`src/rtl/morracinese_param_if.sv`:
```
// -----------------------------------------------------------------------------
// morracinese_param_if
// Bundles the move inputs and result outputs of the morra cinese referee.
//   primo, secondo : player moves (also the MAX configuration while reset is high)
//   manche         : result of the last sampled manche
//   partita        : game result
//   score1, score2 : manche wins per player
//   rounds         : valid manches played
//   game_over      : high while the game is finished
// Modports: master = move source (test environment), slave = referee.
// -----------------------------------------------------------------------------
interface morracinese_param_if #(
   parameter int CNT_W = 5
);
   logic [1:0]       primo;
   logic [1:0]       secondo;
   logic [1:0]       manche;
   logic [1:0]       partita;
   logic [CNT_W-1:0] score1;
   logic [CNT_W-1:0] score2;
   logic [CNT_W-1:0] rounds;
   logic             game_over;

   modport master (
      output primo, secondo,
      input  manche, partita, score1, score2, rounds, game_over
   );

   modport slave (
      input  primo, secondo,
      output manche, partita, score1, score2, rounds, game_over
   );
endinterface

```
`src/rtl/morracinese_param.sv`:
```
// -----------------------------------------------------------------------------
// morracinese_param
// Rock-paper-scissors referee. One manche is sampled per clock while the game
// runs; results are registered, so they appear on the outputs one cycle later.
// The game ends when the manche count reaches MAX, or once MIN_ROUNDS manches
// have been played and one player leads by WIN_LEAD.
//   clk    : single clock, rising edge
//   reset  : synchronous active-high; loads MAX = MIN_ROUNDS + {primo,secondo}
//   bus    : slave side of morracinese_param_if (moves in, results out)
// -----------------------------------------------------------------------------
module morracinese_param #(
   parameter int MIN_ROUNDS = 4,
   parameter int WIN_LEAD   = 2,
   parameter int NO_REPEAT  = 1,
   parameter int CNT_W      = 5
) (
   input logic                 clk,
   input logic                 reset,
   morracinese_param_if.slave  bus
);

   localparam logic [1:0] MV_NONE    = 2'b00;
   localparam logic [1:0] MV_SASSO   = 2'b01;
   localparam logic [1:0] MV_CARTA   = 2'b10;
   localparam logic [1:0] MV_FORBICE = 2'b11;

   typedef enum logic [1:0] {
      RES_NONE = 2'b00,
      RES_P1   = 2'b01,
      RES_P2   = 2'b10,
      RES_DRAW = 2'b11
   } result_t;

   typedef enum logic {
      ST_PLAY,
      ST_OVER
   } state_t;

   state_t           state;
   logic [CNT_W-1:0] max_rounds;
   result_t          last_winner;   // RES_NONE when no decisive manche is on record
   logic [1:0]       last_move;

   logic             p1_beats;
   logic             p2_beats;
   logic             repeat_block;
   logic             valid;
   result_t          outcome;
   logic [CNT_W-1:0] rounds_nx;
   logic [CNT_W-1:0] score1_nx;
   logic [CNT_W-1:0] score2_nx;
   logic [CNT_W:0]   lead;
   logic             finish;

   always_comb begin
      // NOTE: every combinational output gets a default first so no path leaves it unassigned (no latch).
      p1_beats     = 1'b0;
      p2_beats     = 1'b0;
      repeat_block = 1'b0;
      valid        = 1'b0;
      outcome      = RES_NONE;
      rounds_nx    = bus.rounds;
      score1_nx    = bus.score1;
      score2_nx    = bus.score2;
      lead         = '0;
      finish       = 1'b0;

      p1_beats = (bus.primo == MV_SASSO   && bus.secondo == MV_FORBICE) ||
                 (bus.primo == MV_FORBICE && bus.secondo == MV_CARTA)   ||
                 (bus.primo == MV_CARTA   && bus.secondo == MV_SASSO);
      p2_beats = (bus.secondo == MV_SASSO   && bus.primo == MV_FORBICE) ||
                 (bus.secondo == MV_FORBICE && bus.primo == MV_CARTA)   ||
                 (bus.secondo == MV_CARTA   && bus.primo == MV_SASSO);

      // The last decisive winner may not reuse the move that won, whatever the opponent plays.
      if (NO_REPEAT != 0) begin
         repeat_block = (last_winner == RES_P1 && bus.primo   == last_move) ||
                        (last_winner == RES_P2 && bus.secondo == last_move);
      end

      valid = (bus.primo != MV_NONE) && (bus.secondo != MV_NONE) && !repeat_block;

      if (valid) begin
         rounds_nx = bus.rounds + 1'b1;
         if (p1_beats) begin
            outcome   = RES_P1;
            score1_nx = bus.score1 + 1'b1;
         end else if (p2_beats) begin
            outcome   = RES_P2;
            score2_nx = bus.score2 + 1'b1;
         end else begin
            outcome   = RES_DRAW;
         end
      end

      // Magnitude difference taken one bit wider so it can never wrap.
      if (score1_nx >= score2_nx) lead = {1'b0, score1_nx} - {1'b0, score2_nx};
      else                        lead = {1'b0, score2_nx} - {1'b0, score1_nx};

      finish = valid &&
               ((rounds_nx == max_rounds) ||
                ((rounds_nx >= CNT_W'(MIN_ROUNDS)) && (lead >= (CNT_W+1)'(WIN_LEAD))));
   end

   // NOTE: sequential state uses non-blocking assignments only, so every flop sees pre-edge values.
   always_ff @(posedge clk) begin
      if (reset) begin
         state         <= ST_PLAY;
         max_rounds    <= CNT_W'(MIN_ROUNDS) + CNT_W'({bus.primo, bus.secondo});
         last_winner   <= RES_NONE;
         last_move     <= MV_NONE;
         bus.manche    <= RES_NONE;
         bus.partita   <= RES_NONE;
         bus.score1    <= '0;
         bus.score2    <= '0;
         bus.rounds    <= '0;
         bus.game_over <= 1'b0;
      end else begin
         case (state)
            ST_PLAY: begin
               bus.manche <= outcome;
               if (valid) begin
                  bus.rounds <= rounds_nx;
                  bus.score1 <= score1_nx;
                  bus.score2 <= score2_nx;
                  if (outcome == RES_DRAW) begin
                     last_winner <= RES_NONE;
                     last_move   <= MV_NONE;
                  end else begin
                     last_winner <= outcome;
                     last_move   <= (outcome == RES_P1) ? bus.primo : bus.secondo;
                  end
               end
               if (finish) begin
                  state         <= ST_OVER;
                  bus.game_over <= 1'b1;
                  if (score1_nx > score2_nx)      bus.partita <= RES_P1;
                  else if (score2_nx > score1_nx) bus.partita <= RES_P2;
                  else                            bus.partita <= RES_DRAW;
               end
            end
            ST_OVER: begin
               // Finished game: moves ignored, everything held until reset.
               bus.manche <= RES_NONE;
            end
            default: state <= ST_PLAY;
         endcase
      end
   end

endmodule
```
`src/flat_wrapper.sv`:
```
// flat-port wrapper written by rule: the top's interface ports become plain ports
module morracinese_param_flat 
#(
   parameter int MIN_ROUNDS = 4,
   parameter int WIN_LEAD   = 2,
   parameter int NO_REPEAT  = 1,
   parameter int CNT_W      = 5
)
  (clk, reset, bus_primo, bus_secondo, bus_manche, bus_partita, bus_score1, bus_score2, bus_rounds, bus_game_over);
  morracinese_param_if #(.CNT_W(CNT_W)) bus_i ();
  input logic clk;
  input logic reset;
  input wire logic [$bits(bus_i.primo)-1:0] bus_primo;
  input wire logic [$bits(bus_i.secondo)-1:0] bus_secondo;
  output wire logic [$bits(bus_i.manche)-1:0] bus_manche;
  output wire logic [$bits(bus_i.partita)-1:0] bus_partita;
  output wire logic [$bits(bus_i.score1)-1:0] bus_score1;
  output wire logic [$bits(bus_i.score2)-1:0] bus_score2;
  output wire logic [$bits(bus_i.rounds)-1:0] bus_rounds;
  output wire logic [$bits(bus_i.game_over)-1:0] bus_game_over;
  assign bus_i.primo = bus_primo;
  assign bus_i.secondo = bus_secondo;
  assign bus_manche = bus_i.manche;
  assign bus_partita = bus_i.partita;
  assign bus_score1 = bus_i.score1;
  assign bus_score2 = bus_i.score2;
  assign bus_rounds = bus_i.rounds;
  assign bus_game_over = bus_i.game_over;
  morracinese_param #(.MIN_ROUNDS(MIN_ROUNDS), .WIN_LEAD(WIN_LEAD), .NO_REPEAT(NO_REPEAT), .CNT_W(CNT_W)) u_core (.clk(clk), .reset(reset), .bus(bus_i));
endmodule
```
`config.mk`:
```
export PLATFORM = sky130hd
export DESIGN_NAME = morracinese_param_flat
export DESIGN_NICKNAME = d
export VERILOG_FILES = /design/src/rtl/morracinese_param_if.sv /design/src/rtl/morracinese_param.sv /design/src/flat_wrapper.sv
export SDC_FILE = /design/constraint.sdc
export NUM_CORES = 1
export LEC_CHECK = 0
export CAP_MARGIN = 20
export CORE_MARGIN = 2
export CORE_UTILIZATION = 40
export DETAILED_ROUTE_END_ITERATION = 8
export PLACE_DENSITY = 0.68
export SLEW_MARGIN = 20
export SYNTH_ARGS = -nofsm -noshare
export SYNTH_HDL_FRONTEND = slang
export SYNTH_SLANG_ARGS = --single-unit
```
`constraint.sdc`:
```
create_clock -name clk -period 3.4 [get_ports clk]
set_input_delay 0.34 -clock clk [delete_from_list [all_inputs] [get_ports clk]]
set_output_delay 0.34 -clock clk [all_outputs]
set_load 0.02 [all_outputs]
```
==> summary.md, run 1 <==
| Metric | Value |
|---|---|
| Run status | complete, but fails checks |
| Failing checks | negative setup slack |
| Critical Path Start Type | flop |
| First-pass GRT wire length | 9540 µm |
| Total track usage | 0.222 |
| Mapped Nets | 265 |
| Global route hottest layer | met2 |
| Int Pwr | 0.000757 W |
| Clk pwr share | 0.337 |
| Most used cell, CP | a21oi_2 |
| Vias | 2002 |
| Data required, critical path | 3.59 ns |
| Post-Syn Area | 0.00205 mm² |
| Post-Layout Inst Area | 0.00324 mm² |
| TritonCTS clock tree | yes |
| Worst skew pair latency | 0.29 ns |
| Util after Layout | 0.642 |
| Slew HR | 0.606 |
| Final Max Slew Viols | 0 |
| ANT nets after route | 0 |
| Area post-placement | 0.00271 mm² |
| Root Buffer | clkbuf_8 |
| Critical Path AT | 3.68 ns |
| Starting density of the core | 0.407 |
| RSZ-0062 raised after global routing | yes |
| Critical setup path kind | flop to flop |
| Total Nets Final | 350 |
| CORE AREA | 0.00504 mm² |
| Syn Inst Count | 240 |
| Drt first pass iters | 4 |
| Hold/Removal Path Class | input port to flop |
| Hold buffers post-CTS | 0 |
| Port-buffer cells | 25 |
| CP top delay family | compound AO/OA/AOI/OAI gates |
| CTS Buffer Depth | 2 |
| Final Hold Viols | 0 |
| CP endpoint kind | flop |
| Post-layout minimum cycle time | 3.49 ns |
| Sequential share of the synthesized area | 0.317 |
| Antenna violations before repair | 0 |
| DR DRC count | 0 |
| Die height | 75.6 µm |
| IO Pins | 26 |
| Area grow syn2layout | 57.7% |
| Grt total ovfl | 0 |
| Met3 usage | 0.0503 |
| Gp weighted congestion | 0.857 |
| Diode count | 0 |
| Switching Share | 0.295 |
| Peak VDD IR | 0.481 mV |
| Met1 Use GR | 0.268 |
| Top FF cell, synth | dfxtp_1 |
| Number of synthesized flops with an enable pin | 5 |
| Vias per cell | 5.06 |
| H-tree lvl count | 2 |
| Buf+Inv Stages, Crit Path | 1 |
| Mean post-synth cell area | 8.55 µm² |
| Hpwl dp | 3700 µm |
| Share of cells above drive strength 1 | 0.414 |
| Setup Skew | 0.00801 ns |
| #FFs+latches synth | 30 |
| Fill cells | 397 |
| Crit-path max FO | 4 |
| Synth warn | 0 |
| # clock sinks | 30 |
| Initial DRC Count | 106 |
| Unique cell type count in the Yosys netlist | 48 |
| GR Util met2 | 0.382 |
| CP peak stage delay | 0.38 ns |
| PD cells | 332 mW/mm² |
| Net switching power | 0.000317 W |
| Synth async-reset ratio | 0 |
| Routed wire length | 6030 µm |
| PnR worst setup slack | -0.0891 ns |
| Setup violators final | 4 |
| Largest net degree at the start of global routing | 31 |
| Crit path cell chain | xor2_4 > nor4b_4 > nor3_4 > nand2_2 > xor2_2 > inv_1 > ha_2 > fa_2 > nand2b_4 > a21oi_2 > mux2_4 > o22ai_4 > a21oi_2 > o21a_1 > o21ba_2 |
| Combinational Power Share | 0.287 |
| Die Wd | 75.6 µm |
| Part of the power in registers | 0.376 |
| Leakage power | 1.33 nW |
| Pre-CTS WS | -0.893 ns |
| Worst Max-Slew Pin Slew | 0.591 ns |
| Period utilization | 1.03 |
| Peak Freq | 0.287 GHz |
| Die area | 0.00572 mm² |
| Total CTS buffers | 5 |
| Max-cap viol count | 0 |
| Critical Path Slowest Stage Cell | nor4b_4 |
| Worst-path clk slew | 0.07 ns |
| Num rows | 26 |
| Avg WL per Cell | 15.2 µm |
| Vias in the first global route | 2035 |
[metal layers]
metal | up-vias | wire (µm)
li1 | 1005 | -
met5 | - | 0
met1 | 928 | 2580
met2 | 54 | 3030
met3 | 15 | 226
met4 | 0 | 182
[power groups by stage]
stage               sequential [W]  clock (W)  combinational [W]
global route              0.000407   0.000384           0.000329
finish                    0.000404   0.000362           0.000309
global placement          0.000409          0           0.000233
floorplan                 0.000419          0           0.000131
CTS                       0.000403   0.000369           0.000292
detailed placement        0.000411          0           0.000237
[path summary, 6_finish.rpt]
kind,to,slack [ns],cells past startpoint,start
max,u_core.bus.game_over,-0.09,15,u_core.last_move[0]
min,u_core.max_rounds[2],0.38,2,bus_primo[0]
max reg2reg,u_core.bus.game_over,-0.09,15,u_core.last_move[0]
min reg2reg,u_core.bus.game_over,0.48,1,u_core.bus.game_over
[cells in the mapped netlist (2+ instances only)]
master | number | share of area
buf_2 | 3 | 0.0073
a221oi_1 | 2 | 0.0085
clkbuf_1 | 5 | 0.0091
xnor2_1 | 13 | 0.055
fa_1 | 2 | 0.020
or3_1 | 5 | 0.015
nand2_1 | 17 | 0.031
nor2_1 | 26 | 0.048
ha_1 | 17 | 0.10
mux2i_1 | 3 | 0.015
dfxtp_1 | 25 | 0.24
and3_1 | 2 | 0.0061
o21ai_0 | 11 | 0.027
nor3_1 | 6 | 0.015
nand3_1 | 9 | 0.022
inv_1 | 15 | 0.027
a21oi_1 | 21 | 0.051
xor2_1 | 15 | 0.064
nand2b_1 | 2 | 0.0061
a31oi_1 | 2 | 0.0061
edfxtp_1 | 5 | 0.073
nand4b_1 | 2 | 0.0085
a211oi_1 | 4 | 0.015
mux2_2 | 4 | 0.022
[cells in the final DEF, fill, tap and decap left out, types with 2 or more instances in the layout]
cell type / instances
o21ai_2: 4
nand2_1: 15
a31oi_1: 2
nand2_2: 2
o21ai_0: 7
clkdlybuf4s50_1: 20
clkdlybuf4s15_2: 2
nor3_1: 6
ha_1: 9
nand2b_4: 2
mux2i_2: 2
inv_1: 13
fa_2: 2
edfxtp_1: 5
a211oi_1: 2
nand3_1: 8
clkbuf_8: 5
ha_2: 4
buf_4: 61
xor2_4: 2
ha_4: 4
dfxtp_1: 23
xor2_2: 5
or3_1: 5
clkinv_2: 2
a211oi_2: 2
inv_2: 2
nor2_2: 5
a21oi_1: 17
nor2_1: 21
xnor2_2: 4
a21oi_2: 3
xor2_1: 8
mux2_2: 3
nand4b_1: 2
xnor2_1: 9
buf_2: 2
[per-stage QoR]
stage	setup TNS, ns	hold slack, ns	total power [W]	instances
CTS	0	0.358	0.00106	396
floorplan	0	0.439	0.000550	240
global placement	-2.97	0.483	0.000643	370
global route	-0.809	0.383	0.00112	396
detailed placement	-3.42	0.471	0.000647	370
finish	-0.227	0.381	0.00107	396
[area by class of cell]
cell class	count	area (µm²)	area share
Timing Repair Buffer	87	711	0.220
Multi-Input combinational cell	186	1620	0.500
Clock buffer	5	68.8	0.0213
Inverter	15	56.3	0.0174
Sequential cell	30	656	0.203
Clock inverter	3	40.0	0.0124
Tap cell	70	87.6	0.0271
[repair_timing]
action,CTS,global route
buffers inserted,18,0
pin swaps,15,7
endpoints found under the setup margin,4,4
gates resized for setup,49,21
[flip-flops by register name (all words and copies together), names as in the netlist]
signal / flops
u_core.bus.game_over: 1
u_core.bus.manche: 2
u_core.bus.partita: 2
u_core.bus.rounds: 5
u_core.bus.score1: 5
u_core.bus.score2: 5
u_core.last_move: 2
u_core.last_winner: 2
u_core.max_rounds: 5
u_core.state: 1
[cells by family (layout without fill, tap and decap cells)]
kind of cell / after synthesis / count (layout) / synth area share
fa+ha+maj: 19 / 19 / 0.123
simple gates: 81 / 81 / 0.207
xor+xnor: 28 / 28 / 0.120
buf+inv: 24 / 110 / 0.0457
mux: 7 / 7 / 0.0366
flops: 30 / 30 / 0.317
compound gates: 51 / 51 / 0.151
Note: power is estimated with default switching activity, not from simulation.
==> run 2: changes to the inputs <==
Settings changed: CORE_MARGIN 2 to default, CTS_BUF_LIST from default to sky130_fd_sc_hd__clkbuf_8.
==> summary.md, run 2 (same netlist as run 1, synthesis figures left out) <==
| Metric | Value |
|---|---|
| Run status | finished clean |
| Util after Layout | 0.634 |
| Hpwl dp | 3640 µm |
| H-tree lvl count | 2 |
| Setup violators final | 0 |
| Largest net degree at the start of global routing | 31 |
| Global route hottest layer | met2 |
| Total Nets Final | 331 |
| Most common cell after layout, fill and taps aside | buf_4 |
| Vias per cell | 5.14 |
| Slew HR | 0.574 |
| ANT nets after route | 0 |
| Peak Freq | 0.294 GHz |
| Final Hold Viols | 0 |
| Post-layout minimum cycle time | 3.40 ns |
| Worst Max-Slew Pin Slew | 0.638 ns |
| Port-buffer cells | 25 |
| Hold/Removal Path Class | input port to flop |
| RSZ-0062 raised after global routing | yes |
| Routed wire length | 5570 µm |
| Total CTS buffers | 5 |
| Num rows | 25 |
| Grt total ovfl | 0 |
| Antenna violations before repair | 0 |
| Period utilization | 0.999 |
| Critical Path AT | 3.58 ns |
| Vias in the first global route | 1893 |
| IO Pins | 26 |
| Most frequent cells in the layout | buf_4, nor2_1, dfxtp_1 |
| Setup Skew | 0.00454 ns |
| Initial DRC Count | 67 |
| Leakage power | 1.24 nW |
| Gp weighted congestion | 0.875 |
| Crit-path max FO | 4 |
| Peak VDD IR | 0.282 mV |
| PD cells | 339 mW/mm² |
| Met1 Use GR | 0.254 |
| Root Buffer | clkbuf_8 |
| Worst hold margin | 0.396 ns |
| Area grow syn2layout | 48.8% |
| Total track usage | 0.214 |
| Die height | 73.6 µm |
| Die area | 0.00542 mm² |
| Drt first pass iters | 4 |
| Met3 usage | 0.0453 |
| Final Max Slew Viols | 0 |
| # clock sinks | 30 |
| TritonCTS clock tree | yes |
| GR Util met2 | 0.379 |
| CP endpoint kind | flop |
| Critical Path Start Type | flop |
| Avg WL per Cell | 14.9 µm |
| Die Wd | 73.6 µm |
| Worst skew pair latency | 0.29 ns |
| Area post-placement | 0.00266 mm² |
| Diode count | 0 |
| Post-Layout Inst Area | 0.00305 mm² |
| Vias | 1923 |
| Share of cells above drive strength 1 | 0.371 |
| Data required, critical path | 3.58 ns |
| PnR worst setup slack | 0.00396 ns |
| Worst-path clk slew | 0.07 ns |
| Starting density of the core | 0.426 |
| CTS Buffer Depth | 2 |
| CORE AREA | 0.00482 mm² |
| DR DRC count | 0 |
| Max-cap viol count | 0 |
| Pre-CTS WS | -0.836 ns |
| Critical setup path kind | flop to flop |
| First-pass GRT wire length | 8690 µm |
-- run 2: where the power goes --
part           switching, W  internal [W]  total (W)  leakage, nW
logic              0.000141      0.000141   0.000282        0.928
registers         0.0000232      0.000382   0.000405        0.253
clock network      0.000136      0.000213   0.000349       0.0607
-- run 2: timing repair --
action	CTS	global route
hold buffers	0	0
pin swaps	12	15
setup buffers	3	2
endpoints found under the setup margin	4	4
resized for setup	37	32
-- run 2: layout make-up --
| type | count | area, µm² |
|---|---|---|
| Multi-Input combinational cell | 186 | 1600 |
| Fill cell | 449 | 1760 |
| Clock inverter | 3 | 37.5 |
| Clock buffer | 5 | 68.8 |
| Sequential cell | 30 | 654 |
| Timing Repair Buffer | 68 | 558 |
| Tap cell | 67 | 83.8 |
| Inverter | 15 | 56.3 |
-- run 2: final timing paths --
path | endpoint | from | cells past startpoint | slack [ns]
setup / recovery | u_core.bus.game_over | u_core.last_move[0] | 14 | 0.004
hold / removal | u_core.max_rounds[2] | bus_primo[0] | 2 | 0.40
setup reg to reg | u_core.bus.game_over | u_core.last_move[0] | 14 | 0.004
hold reg to reg | u_core.bus.game_over | u_core.bus.game_over | 1 | 0.48
-- run 2: worst max-delay path: stages, from the launching register on --
cell and delay (ns):
dfxtp_2 0.35, xor2_2 0.19, nor4b_4 0.35, nor3_4 0.10, nand2_2 0.14, mux2i_2 0.27
inv_1 0.11, fa_2 0.41, nand2b_4 0.16, a21oi_4 0.16, mux2_4 0.33, o22ai_4 0.19
a21oi_2 0.09, o21a_1 0.22, o21ba_2 0.20
-- run 2: through the flow --
stage,power (W),instances,TNS [ns]
2_1_floorplan,0.000550,240,0
3_3_place_gp,0.000641,361,-2.97
3_5_place_dp,0.000645,361,-3.19
4_1_cts,0.00102,372,0
5_1_grt,0.00108,374,-0.505
6_report,0.00104,374,0
-- run 2: metal layers --
metal | routed length [µm] | part of all wire | up-vias
met4 | 80 | 0.014 | 0
met5 | 0 | 0 | -
met3 | 186 | 0.033 | 8
li1 | - | - | 953
met2 | 2850 | 0.51 | 42
met1 | 2450 | 0.44 | 920
==> run 3: changes to the inputs <==
Settings changed: GPL_TIMING_DRIVEN from default to 0.
==> summary.md, run 3 (same netlist as run 1, synthesis figures left out) <==
| Metric | Value |
|---|---|
| CP top delay family | compound AO/OA/AOI/OAI gates |
| Vias per cell | 5.32 |
| Setup violators final | 3 |
| Slew HR | 0.368 |
| Port-buffer cells | 25 |
| Peak VDD IR | 0.304 mV |
| Gp weighted congestion | 0.827 |
| Crit-path max FO | 4 |
| CP endpoint kind | flop |
| Final Hold Viols | 0 |
| Max-cap viol count | 0 |
| Setup Skew | 0.00321 ns |
| Grt total ovfl | 0 |
| First-pass GRT wire length | 8160 µm |
| Worst Setup SP | u_core.last_move[0] |
| CP peak stage delay | 0.37 ns |
| Critical Path Start Type | flop |
| Worst r2r path cells | 16 |
| Share of cells above drive strength 1 | 0.267 |
| Run status | complete, but fails checks |
| Reg-to-Reg End | u_core.bus.game_over |
| Failing checks | negative setup slack |
| Initial DRC Count | 100 |
| Critical Path Stages | 16 |
| Starting density of the core | 0.426 |
| Drt first pass iters | 4 |
| Worst skew pair latency | 0.28 ns |
| Critical Path Slowest Stage Cell | nor4b_4 |
| # clock sinks | 30 |
| Num rows | 25 |
| Most frequent cells in the layout | nor2_1, dfxtp_1, clkdlybuf4s50_1 |
| Period utilization | 1.01 |
| Hold/Removal Path Class | input port to flop |
| Critical Path AT | 3.62 ns |
| Crit path to | u_core.bus.game_over |
| Root Buffer | clkbuf_8 |
| Leakage power | 1.13 nW |
| Placed cells | 332 |
| PD cells | 330 mW/mm² |
| Total Nets Final | 313 |
| Vias in the first global route | 1722 |
| Die Wd | 73.6 µm |
| Hpwl dp | 3400 µm |
| Diode count | 0 |
| Worst r2r src | u_core.last_move[0] |
| IO Pins | 26 |
| H-tree lvl count | 2 |
| Fin Setup TNS | -0.0944 ns |
| Die area | 0.00542 mm² |
| ANT nets after route | 0 |
| Peak Freq | 0.291 GHz |
| DR DRC count | 0 |
| Total power | 0.000967 W |
| Avg WL per Cell | 14.5 µm |
| Data required, critical path | 3.58 ns |
| Most common cell after layout, fill and taps aside | nor2_1 |
| Total track usage | 0.200 |
| Reg-to-reg slack, setup | -0.04 ns |
| Worst-path clk slew | 0.06 ns |
| Crit path cell chain | xor2_2 > nor4b_4 > nor3_4 > buf_4 > nand2_4 > xor2_4 > inv_1 > ha_1 > fa_2 > nand2b_1 > a21oi_2 > xnor2_1 > a41o_1 > a21oi_2 > o21a_1 > o21ba_2 |
| Most used cell, CP | a21oi_2 |
| CORE AREA | 0.00482 mm² |
| PnR worst setup slack | -0.0420 ns |
| Vias | 1887 |
| Buf+Inv Stages, Crit Path | 2 |
| Fin cells | 355 |
| Antenna violations before repair | 0 |
| Critical setup path kind | flop to flop |
| Pre-CTS WS | -1.05 ns |
| Die height | 73.6 µm |
| Largest net degree at the start of global routing | 11 |
| Final Max Slew Viols | 0 |
| CTS Buffer Depth | 2 |
| Total CTS buffers | 5 |
| Post-layout minimum cycle time | 3.44 ns |
| Util after Layout | 0.607 |
| Routed wire length | 5150 µm |
| Area grow syn2layout | 42.6% |
| Hold buffers post-CTS | 0 |
| Worst Max-Slew Pin Slew | 0.940 ns |
| TritonCTS clock tree | yes |
| RSZ-0062 raised after global routing | yes |
run 3: cell types whose count changed in the layout (fill, tap and decap cells not counted), moves of 3 or more:
| cell | previous run | this run |
|---|---|---|
| xor2_2 | 8 | 2 |
| ha_1 | 10 | 13 |
| buf_6 | 0 | 3 |
| xor2_4 | 0 | 3 |
| xor2_1 | 7 | 10 |
| buf_4 | 43 | 16 |
| clkbuf_1 | 0 | 4 |
| dfxtp_2 | 3 | 0 |
run 3: worst min-delay path by stage:
stage | endpoint | start | cells past startpoint
after CTS | u_core.last_move[1] | bus_primo[1] | 3
after floorplan | u_core.max_rounds[0] | bus_secondo[0] | 0
after detailed placement | u_core.bus.game_over | u_core.bus.game_over | 1
after global routing | u_core.max_rounds[1] | bus_secondo[1] | 1
after global placement | u_core.bus.game_over | u_core.bus.game_over | 1
final | u_core.last_move[1] | bus_primo[1] | 3
run 3: where the power goes:
| group | leakage [nW] | total [W] | internal [W] | switching (W) |
|---|---|---|---|---|
| Combinational | 0.833 | 0.000276 | 0.000134 | 0.000141 |
| Sequential | 0.253 | 0.000404 | 0.000381 | 0.0000235 |
| Clock | 0.0485 | 0.000287 | 0.000157 | 0.000130 |
run 3: final cells by class:
type | instances | area (µm²)
Fill cell | 422 | 1890
Multi-Input combinational cell | 186 | 1620
Sequential cell | 30 | 658
Timing Repair Buffer | 42 | 370
Tap cell | 67 | 83.8
Clock buffer | 6 | 82.6
Inverter | 15 | 56.3
Buffer | 8 | 46.3
Clock inverter | 1 | 3.75
run 3: what timing repair did:
action / 4_1_cts / 5_1_grt
setup endpoints to repair: 4 / 4
gates resized for setup: 46 / 25
buffers inserted: 11 / 8
pin swaps: 12 / 18
run 3: worst reg2reg max path, delay by kind of cell, from the launching register on:
family          cells  cell delay (ns)
simple gates        4             0.75
buf+inv             2             0.22
xor+xnor            3             0.52
compound gates      5             0.90
fa+ha+maj           2             0.61
flops               1             0.36
run 3: layer usage:
metal	GRT usage	wire, µm
met5	0	0
met4	0.0769	132
met3	0.0370	195
met2	0.325	2440
met1	0.263	2380
run 3: per-stage QoR:
step	cell area, µm²	hold WS [ns]
2_1_floorplan	2080	0.439
3_3_place_gp	2420	0.469
3_5_place_dp	2420	0.473
4_1_cts	2750	0.374
5_1_grt	2930	0.386
6_report	2930	0.378
==> RTL change 1, RTL diff (flow settings as in run 1) <==
`CNT_W` is set to 5 in 3 places; all go to 10.
--- a/src/rtl/morracinese_param_if.sv
+++ b/src/rtl/morracinese_param_if.sv
@@ -11,5 +11,5 @@
 // -----------------------------------------------------------------------------
 interface morracinese_param_if #(
-   parameter int CNT_W = 5
+   parameter int CNT_W = 10
 );
    logic [1:0]       primo;
--- a/src/rtl/morracinese_param.sv
+++ b/src/rtl/morracinese_param.sv
@@ -13,5 +13,5 @@
    parameter int WIN_LEAD   = 2,
    parameter int NO_REPEAT  = 1,
-   parameter int CNT_W      = 5
+   parameter int CNT_W      = 10
 ) (
    input logic                 clk,
--- a/src/flat_wrapper.sv
+++ b/src/flat_wrapper.sv
@@ -5,5 +5,5 @@
    parameter int WIN_LEAD   = 2,
    parameter int NO_REPEAT  = 1,
-   parameter int CNT_W      = 5
+   parameter int CNT_W      = 10
 )
   (clk, reset, bus_primo, bus_secondo, bus_manche, bus_partita, bus_score1, bus_score2, bus_rounds, bus_game_over);
Ports: changed (resized bus_rounds, bus_score1 and bus_score2); port bits go from 26 to 41. No check against the original RTL was run, so the function may have changed too.
==> RTL change 1 against run 1 <==
The run still ends with setup timing left; combinational power grew 39%; worst setup slack worse by 0.76 ns; design area grew 85%; sequential cell count is 15 higher; synthesized area up 84%; total power increased by 30%; wire length up 95%.
==> RTL change 1: results (changes against run 1) <==
INFO  metric grtUsageTotal = 0.232 (was 0.222)
INFO  metric placed_cells = 713 (was 370)
INFO  metric finish.net_count = 676 (was 350)
INFO  metric wl_per_cell = 15.6 µm (was 15.2 µm)
INFO  metric total_leakage_power = 2.75 nW (was 1.33 nW)
INFO  metric numClockSinks = 45 (was 30)
INFO  metric routed-via-count = 3964 (was 2002)
INFO  metric worstPathMaxFanout = 5 (was 4)
INFO  metric route.final.wire_length = 11800 µm (was 6030 µm)
INFO  metric gpl.final_weighted_congestion = 0.876 (was 0.857)
INFO  metric final_layout_size_suffix_gt1_frac = 0.393 (was 0.414)
INFO  metric final.fill_count = 742 (was 397)
INFO  metric grt_pass1_vias = 4098 (was 2035)
INFO  metric place_hpwl = 8430 µm (was 3700 µm)
INFO  metric crit_arrival = 4.48 ns (was 3.68 ns)
INFO  metric timing.clock.skew = 0.00375 ns (was 0.00801 ns)
INFO  metric synth.distinct_cells = 70 (was 48)
INFO  metric rows = 35 (was 26)
INFO  metric port-buffer-count = 40 (was 25)
INFO  metric syn_nets = 502 (was 265)
INFO  metric seq_area_frac_synth = 0.252 (was 0.317)
INFO  metric finalWorstSetupSlack = -0.854 ns (was -0.0891 ns)
INFO  metric yosys-top-cells-count = sky130_fd_sc_hd__nor2_1, sky130_fd_sc_hd__dfxtp_1, sky130_fd_sc_hd__nand2_1, sky130_fd_sc_hd__xor2_1, sky130_fd_sc_hd__a21oi_1 (was sky130_fd_sc_hd__nor2_1, sky130_fd_sc_hd__dfxtp_1, sky130_fd_sc_hd__a21oi_1, sky130_fd_sc_hd__ha_1, sky130_fd_sc_hd__nand2_1)
INFO  metric detailed_routing_iteration_count_for_the_pre_antenna_repair_pass = 5 (was 4)
INFO  metric place_ws = -1.79 ns (was -0.893 ns)
INFO  metric run_status = finished with violations (unchanged)
INFO  metric violations = setup timing (unchanged)
INFO  metric final-setup-viol-count = 4 (unchanged)
INFO  metric detail_route.iter0.violations = 137 (was 106)
==> RTL change 1: changes by cell type in the layout (fill, tap and decap cells not counted), sizes merged, moves of 8 or more <==
cell           before  now
clkdlybuf4s50      20   36
xor2               15   36
nor2               26   43
a21oi              21   36
inv                15   31
mux2i               3   11
ha                 17   27
buf                64  151
nand4               1   11
and2                0    8
nand3               9   18
nand2              17   37
o21ai              12   24
dfxtp              25   40
==> RTL change 1: what timing repair did <==
action,in CTS,in global routing
pin swaps,31,24
endpoints found under the setup margin,4,5
resized for setup,66,39
buffers inserted,30,11
==> RTL change 1: final cells by class <==
class | count | area (µm²) | share of cell area
well taps | 111 | 139 | 0.0232
repair buffers | 189 | 1570 | 0.263
clock buffers | 8 | 111 | 0.0186
inverters | 31 | 116 | 0.0195
multi-input cells | 369 | 3080 | 0.515
flip-flops and latches | 45 | 958 | 0.160
==> RTL change 1: worst paths after layout <==
kind                                            from                     to  slack [ns]  cells after the start
worst max-delay path             u_core.last_move[1]  u_core.bus.partita[0]       -0.85                     18
worst min-delay path                  bus_secondo[1]   u_core.max_rounds[1]        0.39                      1
worst max register to register   u_core.last_move[1]  u_core.bus.partita[0]       -0.85                     18
worst min register to register  u_core.bus.game_over   u_core.bus.game_over        0.49                      2
==> RTL change 1: per-stage QoR <==
stage	instance area, µm²	hold WS, ns
2_1_floorplan	3880	0.439
3_3_place_gp	5170	0.469
3_5_place_dp	5170	0.479
4_1_cts	5780	0.386
5_1_grt	5980	0.399
6_report	5980	0.392
==> RTL change 1: cell families after synthesis <==
family,count (synthesis),share of synthesized area
AO/OA/AOI/OAI,101,0.173
XOR/XNOR,52,0.121
adder cells (fa/ha/maj),29,0.100
buffers and inverters,53,0.0594
flip-flops,45,0.252
multiplexers,13,0.0352
AND/OR/NAND/NOR,174,0.259
==> RTL change 1: per-layer routing <==
metal | up-vias | global-route usage | wire [µm]
li1 | 1978 | - | -
met1 | 1888 | 0.264 | 4690
met2 | 79 | 0.450 | 6520
met3 | 19 | 0.0180 | 333
met4 | 0 | 0.0769 | 211
met5 | - | 0 | 0
==> RTL change 1: critical path: cells and delay by family, from the launching register on <==
family | cells | cell delay [ns]
AOI/OAI and AO/OA | 6 | 1.45
xor gates and xnor gates | 2 | 0.40
adders and majority gates | 1 | 0.25
buffers and inverters | 1 | 0.13
DFF | 1 | 0.37
muxes | 1 | 0.23
and+or+nand+nor | 7 | 1.34
==> RTL change 1: power breakdown <==
group | internal, mW | switching, mW | total [mW]
clock network | 0.210 | 0.185 | 0.395
logic | 0.214 | 0.216 | 0.430
registers | 0.555 | 0.0195 | 0.575
==> RTL change 2, RTL diff (settings of run 1) <==
Without the edit above. `NO_REPEAT` is set to 1 in 2 places; all go to 0.
--- a/src/rtl/morracinese_param.sv
+++ b/src/rtl/morracinese_param.sv
@@ -12,5 +12,5 @@
    parameter int MIN_ROUNDS = 4,
    parameter int WIN_LEAD   = 2,
-   parameter int NO_REPEAT  = 1,
+   parameter int NO_REPEAT  = 0,
    parameter int CNT_W      = 5
 ) (
--- a/src/flat_wrapper.sv
+++ b/src/flat_wrapper.sv
@@ -4,5 +4,5 @@
    parameter int MIN_ROUNDS = 4,
    parameter int WIN_LEAD   = 2,
-   parameter int NO_REPEAT  = 1,
+   parameter int NO_REPEAT  = 0,
    parameter int CNT_W      = 5
 )
Function: changed (Yosys sat finds a counterexample within 4 cycles, from zero or initial values and one cycle with reset high).
==> RTL change 2 against run 1 <==
Critical endpoint is now u_core.bus.partita[0]; design area shrank 20%; clock skew decreased by 0.0067 ns; critical path type is now in -> reg; utilization decreased by 5.9 points; largest cell class unchanged; sequential cell count decreased by 4; global-route usage fell by 5.9 points; wire length decreased by 32%; total power is 24% lower; synthesized area down 8.4%; worst setup slack better by 0.21 ns.
==> RTL change 2: results (changes against run 1) <==
INFO  metric ctsHtreeMaxLevel = 1 (was 2)
INFO  metric yosys-top-cells-count = sky130_fd_sc_hd__dfxtp_1, sky130_fd_sc_hd__nor2_1, sky130_fd_sc_hd__ha_1, sky130_fd_sc_hd__inv_1, sky130_fd_sc_hd__xnor2_1 (was sky130_fd_sc_hd__nor2_1, sky130_fd_sc_hd__dfxtp_1, sky130_fd_sc_hd__a21oi_1, sky130_fd_sc_hd__ha_1, sky130_fd_sc_hd__nand2_1)
INFO  metric worst_slew_pin_slew = 0.523 ns (was 0.591 ns)
INFO  metric run_status = finished, final reports clean (was finished with violations)
INFO  metric detail_route.iter0.violations = 44 (was 106)
INFO  metric layout.cells.non_filler = 318 (was 396)
INFO  metric r2r_cells = 13 (was 15)
INFO  metric routed-via-count = 1609 (was 2002)
INFO  metric holdPathEnd = u_core.bus.game_over (was u_core.max_rounds[2])
INFO  metric route.final.wire_length = 4110 µm (was 6030 µm)
INFO  metric hp-start = u_core.bus.game_over (was bus_primo[0])
INFO  metric clock_insertion_delay_at_the_later_pin_of_the_skew_report = 0.27 ns (was 0.29 ns)
INFO  metric reg2reg_from = u_core.bus.score2[0] (was u_core.last_move[0])
INFO  metric wire_length_of_the_first_global_routing_pass = 6840 µm (was 9540 µm)
INFO  metric grtUsageTotal = 0.163 (was 0.222)
INFO  metric final_layout_size_suffix_gt1_frac = 0.289 (was 0.414)
INFO  metric detailed_place.area = 2380 µm² (was 2710 µm²)
INFO  metric switching_power = 253 µW (was 317 µW)
INFO  metric finish.net_count = 292 (was 350)
INFO  metric gpl.final_weighted_congestion = 0.783 (was 0.857)
INFO  metric worstPathMaxFanout = 6 (was 4)
INFO  metric place_hpwl = 2970 µm (was 3700 µm)
INFO  metric timing.clock.skew = 0.00134 ns (was 0.00801 ns)
INFO  metric seq_area_frac_synth = 0.304 (was 0.317)
INFO  metric syn_nets = 236 (was 265)
INFO  metric synth.area.top_cells = sky130_fd_sc_hd__dfxtp_1, sky130_fd_sc_hd__ha_1, sky130_fd_sc_hd__edfxtp_1 (unchanged)
-- RTL change 2: final cells by class --
| cell class | instances | area, µm² |
|---|---|---|
| Clock buffer | 3 | 41.3 |
| Clock inverter | 1 | 3.75 |
| Fill cell | 392 | 1860 |
| Inverter | 16 | 60.1 |
| Multi-Input combinational cell | 162 | 1360 |
| Sequential cell | 26 | 571 |
| Tap cell | 52 | 65.1 |
| Timing Repair Buffer | 58 | 485 |
-- RTL change 2: critical path: stages --
cell,delay [ns]
sky130_fd_sc_hd__buf_2,0.13
sky130_fd_sc_hd__inv_1,0.07
sky130_fd_sc_hd__ha_2,0.19
sky130_fd_sc_hd__and3b_1,0.15
sky130_fd_sc_hd__o21ai_1,0.12
sky130_fd_sc_hd__o21ai_1,0.09
sky130_fd_sc_hd__and2b_2,0.25
sky130_fd_sc_hd__buf_4,0.16
sky130_fd_sc_hd__mux2i_2,0.15
sky130_fd_sc_hd__buf_4,0.17
sky130_fd_sc_hd__fa_2,0.41
sky130_fd_sc_hd__nand2b_4,0.16
sky130_fd_sc_hd__a21oi_4,0.16
sky130_fd_sc_hd__xor2_2,0.10
sky130_fd_sc_hd__nor4_4,0.26
sky130_fd_sc_hd__nor3_2,0.07
sky130_fd_sc_hd__a21oi_2,0.16
sky130_fd_sc_hd__mux2_4,0.31
-- RTL change 2: worst max path at each step --
stage / to / cells past startpoint / slack (ns) / startpoint
6_report: u_core.bus.partita[0] / 18 / 0.12 / bus_primo[0]
5_1_grt: u_core.bus.partita[0] / 18 / 0.003 / bus_primo[0]
4_1_cts: u_core.bus.partita[0] / 19 / 0.003 / bus_primo[1]
3_5_place_dp: u_core.bus.partita[0] / 17 / -0.68 / bus_primo[0]
3_3_place_gp: u_core.bus.partita[0] / 18 / -0.60 / bus_primo[0]
2_1_floorplan: u_core.bus.partita[0] / 18 / 0.01 / bus_primo[0]
-- RTL change 2: logic make-up after synthesis --
kind of cell,synth area share
and+or+nand+nor,0.216
AOI/OAI and AO/OA,0.123
xor gates and xnor gates,0.130
buffers and inverters,0.0519
DFF,0.304
adders and majority gates,0.134
muxes,0.0406
-- RTL change 2: metal layers --
layer	track usage	part of all wire	up-vias
met5	0	0	-
met1	0.201	0.43	736
met2	0.288	0.50	39
met4	0.0329	0.0095	0
li1	-	-	830
met3	0.0403	0.053	4
-- RTL change 2: through the flow --
stage                      util  TNS, ns
after floorplan               -        0
after global placement    0.535    -2.17
after detailed placement  0.535    -2.47
after CTS                 0.573        0
after global routing      0.582        0
final                     0.582        0
-- RTL change 2: what timing repair did --
item	in CTS	in global routing
setup buffers	6	0
gates resized for setup	19	15
pin swaps	9	7
setup endpoints to repair	4	4
hold buffers	0	0
